**config.mk**
```make
export PLATFORM = sky130hd
export DESIGN_NAME = cmp_debounce_fsm
export DESIGN_NICKNAME = d
export VERILOG_FILES = /design/src/rtl/cmp_debounce_fsm.sv
export SDC_FILE = /design/constraint.sdc
export NUM_CORES = 1
export LEC_CHECK = 0
export ABC_CLOCK_PERIOD_IN_PS = 1800
export CORE_AREA = 2 2 39 41
export CTS_BUF_LIST = sky130_fd_sc_hd__clkbuf_4 sky130_fd_sc_hd__clkbuf_8
export DETAILED_ROUTE_END_ITERATION = 7
export DIE_AREA = 0 0 41 43
export GPL_TIMING_DRIVEN = 1
export PLACE_DENSITY = 0.7
export SYNTH_ARGS = -nofsm -noshare
export SYNTH_HDL_FRONTEND = slang
export SYNTH_SLANG_ARGS = --single-unit
```
**constraint.sdc**
```tcl
create_clock -name clk -period 1.8 [get_ports clk]
set_clock_uncertainty 0.15 [all_clocks]
set_input_delay 0.36 -clock clk [delete_from_list [all_inputs] [get_ports clk]]
set_output_delay 0.36 -clock clk [all_outputs]
set_load 0.01 [all_outputs]
```
**src/rtl/cmp_debounce_fsm.sv**
```systemverilog
// Debounces comparator_4bit agb/aeb/alb flags into a hysteretic level with rise/fall/err pulses.
// Optional saturating event counters with a cnt_clr input are enabled by defining CMP_EVT_CNT_EN.
module cmp_debounce_fsm #(
    parameter int DEBOUNCE = 3,
    parameter int DB_W     = 4,
    parameter int CNT_W    = 8
) (
    input  logic             clk,
    input  logic             rst_n,
    input  logic             in_valid,
    input  logic             agb,
    input  logic             aeb,
    input  logic             alb,
    output logic             level,
    output logic             rise_pulse,
    output logic             fall_pulse,
    output logic             err
`ifdef CMP_EVT_CNT_EN
    ,
    input  logic             cnt_clr,
    output logic [CNT_W-1:0] rise_cnt,
    output logic [CNT_W-1:0] fall_cnt,
    output logic [CNT_W-1:0] err_cnt
`endif
);

    typedef enum logic [1:0] {S_LOW, S_RISE, S_HIGH, S_FALL} state_t;
    typedef enum logic [1:0] {C_HI, C_LO, C_EQ, C_BAD} cls_t;

    if (DEBOUNCE < 1 || DEBOUNCE > (2**DB_W) - 1 || CNT_W < 1) begin : g_bad_cfg
        $error("cmp_debounce_fsm: illegal DEBOUNCE/DB_W/CNT_W combination");
    end

    state_t          state;
    logic [DB_W-1:0] dbc;
    logic [DB_W-1:0] dbc_inc;
    logic            at_limit;
    cls_t            cls;
    logic            rise_evt;
    logic            fall_evt;
    logic            err_evt;

    // dbc is always 0 in LOW/HIGH, so at_limit also covers the DEBOUNCE==1 direct jump.
    always_comb begin
        unique case ({agb, aeb, alb})
            3'b100:  cls = C_HI;
            3'b001:  cls = C_LO;
            3'b010:  cls = C_EQ;
            default: cls = C_BAD;
        endcase
        dbc_inc  = dbc + DB_W'(1);
        at_limit = (dbc_inc == DB_W'(DEBOUNCE));
        rise_evt = in_valid && (cls == C_HI) && at_limit &&
                   ((state == S_LOW) || (state == S_RISE));
        fall_evt = in_valid && (cls == C_LO) && at_limit &&
                   ((state == S_HIGH) || (state == S_FALL));
        err_evt  = in_valid && (cls == C_BAD);
    end

    always_ff @(posedge clk or negedge rst_n) begin
        if (!rst_n) begin
            state      <= S_LOW;
            dbc        <= '0;
            level      <= 1'b0;
            rise_pulse <= 1'b0;
            fall_pulse <= 1'b0;
            err        <= 1'b0;
        end else begin
            rise_pulse <= rise_evt;
            fall_pulse <= fall_evt;
            err        <= err_evt;
            if (in_valid) begin
                unique case (state)
                    S_LOW, S_RISE: begin
                        if (cls == C_HI) begin
                            if (at_limit) begin
                                state <= S_HIGH;
                                dbc   <= '0;
                                level <= 1'b1;
                            end else begin
                                state <= S_RISE;
                                dbc   <= dbc_inc;
                            end
                        end else if (cls == C_LO || cls == C_BAD) begin
                            state <= S_LOW;
                            dbc   <= '0;
                        end
                    end
                    S_HIGH, S_FALL: begin
                        if (cls == C_LO) begin
                            if (at_limit) begin
                                state <= S_LOW;
                                dbc   <= '0;
                                level <= 1'b0;
                            end else begin
                                state <= S_FALL;
                                dbc   <= dbc_inc;
                            end
                        end else if (cls == C_HI || cls == C_BAD) begin
                            state <= S_HIGH;
                            dbc   <= '0;
                        end
                    end
                    default: begin
                        state <= S_LOW;
                        dbc   <= '0;
                    end
                endcase
            end
        end
    end

`ifdef CMP_EVT_CNT_EN
    always_ff @(posedge clk or negedge rst_n) begin
        if (!rst_n) begin
            rise_cnt <= '0;
            fall_cnt <= '0;
            err_cnt  <= '0;
        end else if (cnt_clr) begin
            rise_cnt <= '0;
            fall_cnt <= '0;
            err_cnt  <= '0;
        end else begin
            if (rise_evt && rise_cnt != '1) rise_cnt <= rise_cnt + CNT_W'(1);
            if (fall_evt && fall_cnt != '1) fall_cnt <= fall_cnt + CNT_W'(1);
            if (err_evt  && err_cnt  != '1) err_cnt  <= err_cnt  + CNT_W'(1);
        end
    end
`endif

endmodule

```
==> results.yml <==
power:
  p_total_w: 0.000433
  power_per_cell_area_nw_per_um2: 641
  p_leak_nw: 0.308
  peakVddDrop_mv: 0.313
critical_path:
  cp-start-kind: "register"
  crit_type: "register to register"
  crit_start: "dbc[1]"
  crit_fanout: 6
  rr_startpoint: "dbc[1]"
  end_kind: "register"
  cp_data_arrival_time_ps: 1720
  r2r_setup_slack_ps: 70
  required_ps: 1800
sta:
  fin_crit_sh: 0.960
  hold_viol: 0
  grt_setup_unrepaired: "false"
  final.min_clock_period_ps: 1730
  slew_viol_final: 0
  setup_tns_ps: 0
  slew-limit-headroom: 0.729
  worst_slew_pin_slew_ps: 405
  finalSetupViolCount: 0
  fmaxAchievable_mhz: 579
die:
  fp.dieW_um: 41
  die_h_um: 43
  rows: 14
  core_um2: 1380
  io_pins: 10
  dieArea_um2: 1760
  start_util: 0.371
global_route:
  grt_pass1_vias: 404
  grt-ovfl-total: 0
  grt_first_pass_wirelength_um: 1610
  grt_usage: 0.140
  antenna_found_initial: 0
  grt_max_degree: 10
detailed_routing:
  via_count: 414
  drtAntennaViolNets: 0
  avgViaCountPerCell: 5.05
  remaining_drc_errors: 0
  drt-total-wl_um: 945
  wire_per_inst_um: 11.5
  drt_iter0_drc: 3
  first_pass_iters: 4
layout:
  seq_area_um2: 225
  drive_gt1_frac: 0.167
  postLayoutCellArea_um2: 676
  final_nets: 75
  multiInputGateArea_um2: 280
  area_growth_pct: 31.7
  instances_no_fill: 82
  fillers: 136
  diodes: 0
  final_core_utilization: 0.488
place:
  postPlaceCellArea_um2: 646
  io_buffers: 9
  post-dp-hpwl_um: 739
  routabilityCongestion: 0.745
  dp.cells: 78
synthesis:
  seq_area_frac_synth: 0.439
  netlist_top_cells_count: "dfrtp_1 (9), o21ai_1 (5), nand2_1 (4)"
  netlist_area_um2: 513
  synthDistinctLibCells: 25
  synth_fp_nets: 58
  ys_warn_count: 0
  syn_inst: 50
  synth.top_cells.by_area: "dfrtp_1 (44%), ha_1 (4.9%), o21ai_1 (4.9%)"
  synth-seq-cells: 9
  synth_top_area_share: 0.439
  ys_async_sr_fraction: 1.00
  synth_edf_count: 0
  yosysMostFrequentCell: "dfrtp_1"
  yosysTopAreaCell: "dfrtp_1"
  syn_area_per_cell_um2: 10.3
  synth_flop_cell: "dfrtp_1"
clock_network:
  clock_path_buffers: 2
  clk_pin_slew_ps: 60
  cts.sinks: 9
  clkLatencyLatePin_ps: 260
  ctsResizeCount: 0
  cts_root_buffer: "clkbuf_4"
  cts_setup_buffers: 0
  hold_buffers: 0
  htreeDepth: 1
  cts_tree: "done"
  cts_made_buffers: 3
outcome:
  outcome: "finished clean"
flow_run:
  drv.max_cap_violation_count: 0
min_path:
  hold_path.class: "primary input to asynchronous set/reset pin"
==> state kept, by name, indices dropped and copies added, names as in the netlist <==
register,cells
dbc,4
err,1
fall_pulse,1
level,1
rise_pulse,1
state,1
==> cells by family (layout without fill, tap and decap cells) <==
| kind of cell | count (synthesis) | count (layout) | share of synthesized area |
|---|---|---|---|
| adder cells (fa/ha/maj) | 2 | 2 | 0.0488 |
| buffers and inverters | 2 | 18 | 0.0146 |
| AO/OA/AOI/OAI | 15 | 15 | 0.217 |
| XOR/XNOR | 2 | 2 | 0.0342 |
| flip-flops | 9 | 9 | 0.439 |
| AND/OR/NAND/NOR | 20 | 20 | 0.246 |
==> path summary, 6_finish.rpt <==
check	endpoint	depth (start not counted)
setup / recovery	level	5
hold / removal	fall_pulse	1
setup reg to reg	level	5
hold reg to reg	dbc[2]	1
max in group asynchronous	dbc[0]	1
min in group clk	dbc[2]	1
==> cells in the final DEF, fill, tap and decap left out, types with 3 or more instances in the layout <==
| cell | n |
|---|---|
| dfrtp_1 | 9 |
| clkdlybuf4s50_1 | 9 |
| o21ai_1 | 5 |
| clkbuf_4 | 4 |
| nand2_1 | 4 |
| buf_4 | 3 |
==> stage by stage <==
| stage | hold slack (ps) | setup WS (ps) |
|---|---|---|
| floorplan | -85.6 | 164 |
| global placement | 390 | -20.5 |
| detailed placement | 409 | -61.9 |
| CTS | 243 | 66.4 |
| global route | 280 | 4.14 |
| finish | 240 | 72.5 |
==> report_power, final <==
part,switching [W],internal [W]
sequential,0.00000234,0.000206
combinational,0.0000235,0.0000276
clock,0.0000726,0.000101
==> cell type report <==
type                    count  area share
repair buffers             12       0.167
multi-input cells          39       0.415
flip-flops and latches      9       0.333
inverters                   2      0.0111
well taps                  16      0.0296
clock buffers               4      0.0444
==> critical path, cell delays in order, from the launching register on <==
cell	delay (ps)
dfrtp_1	450
ha_1	250
or3_1	360
o31ai_4	110
and3_4	260
nor3_2	40
==> layer usage <==
layer | up-vias | global-route usage | part of all wire
li1 | 213 | - | -
met3 | 2 | 0.0471 | 0.044
met1 | 188 | 0.157 | 0.46
met4 | 0 | 0.100 | 0.018
met2 | 11 | 0.209 | 0.47
met5 | - | 0 | 0
(Power assumes the default switching activity.)
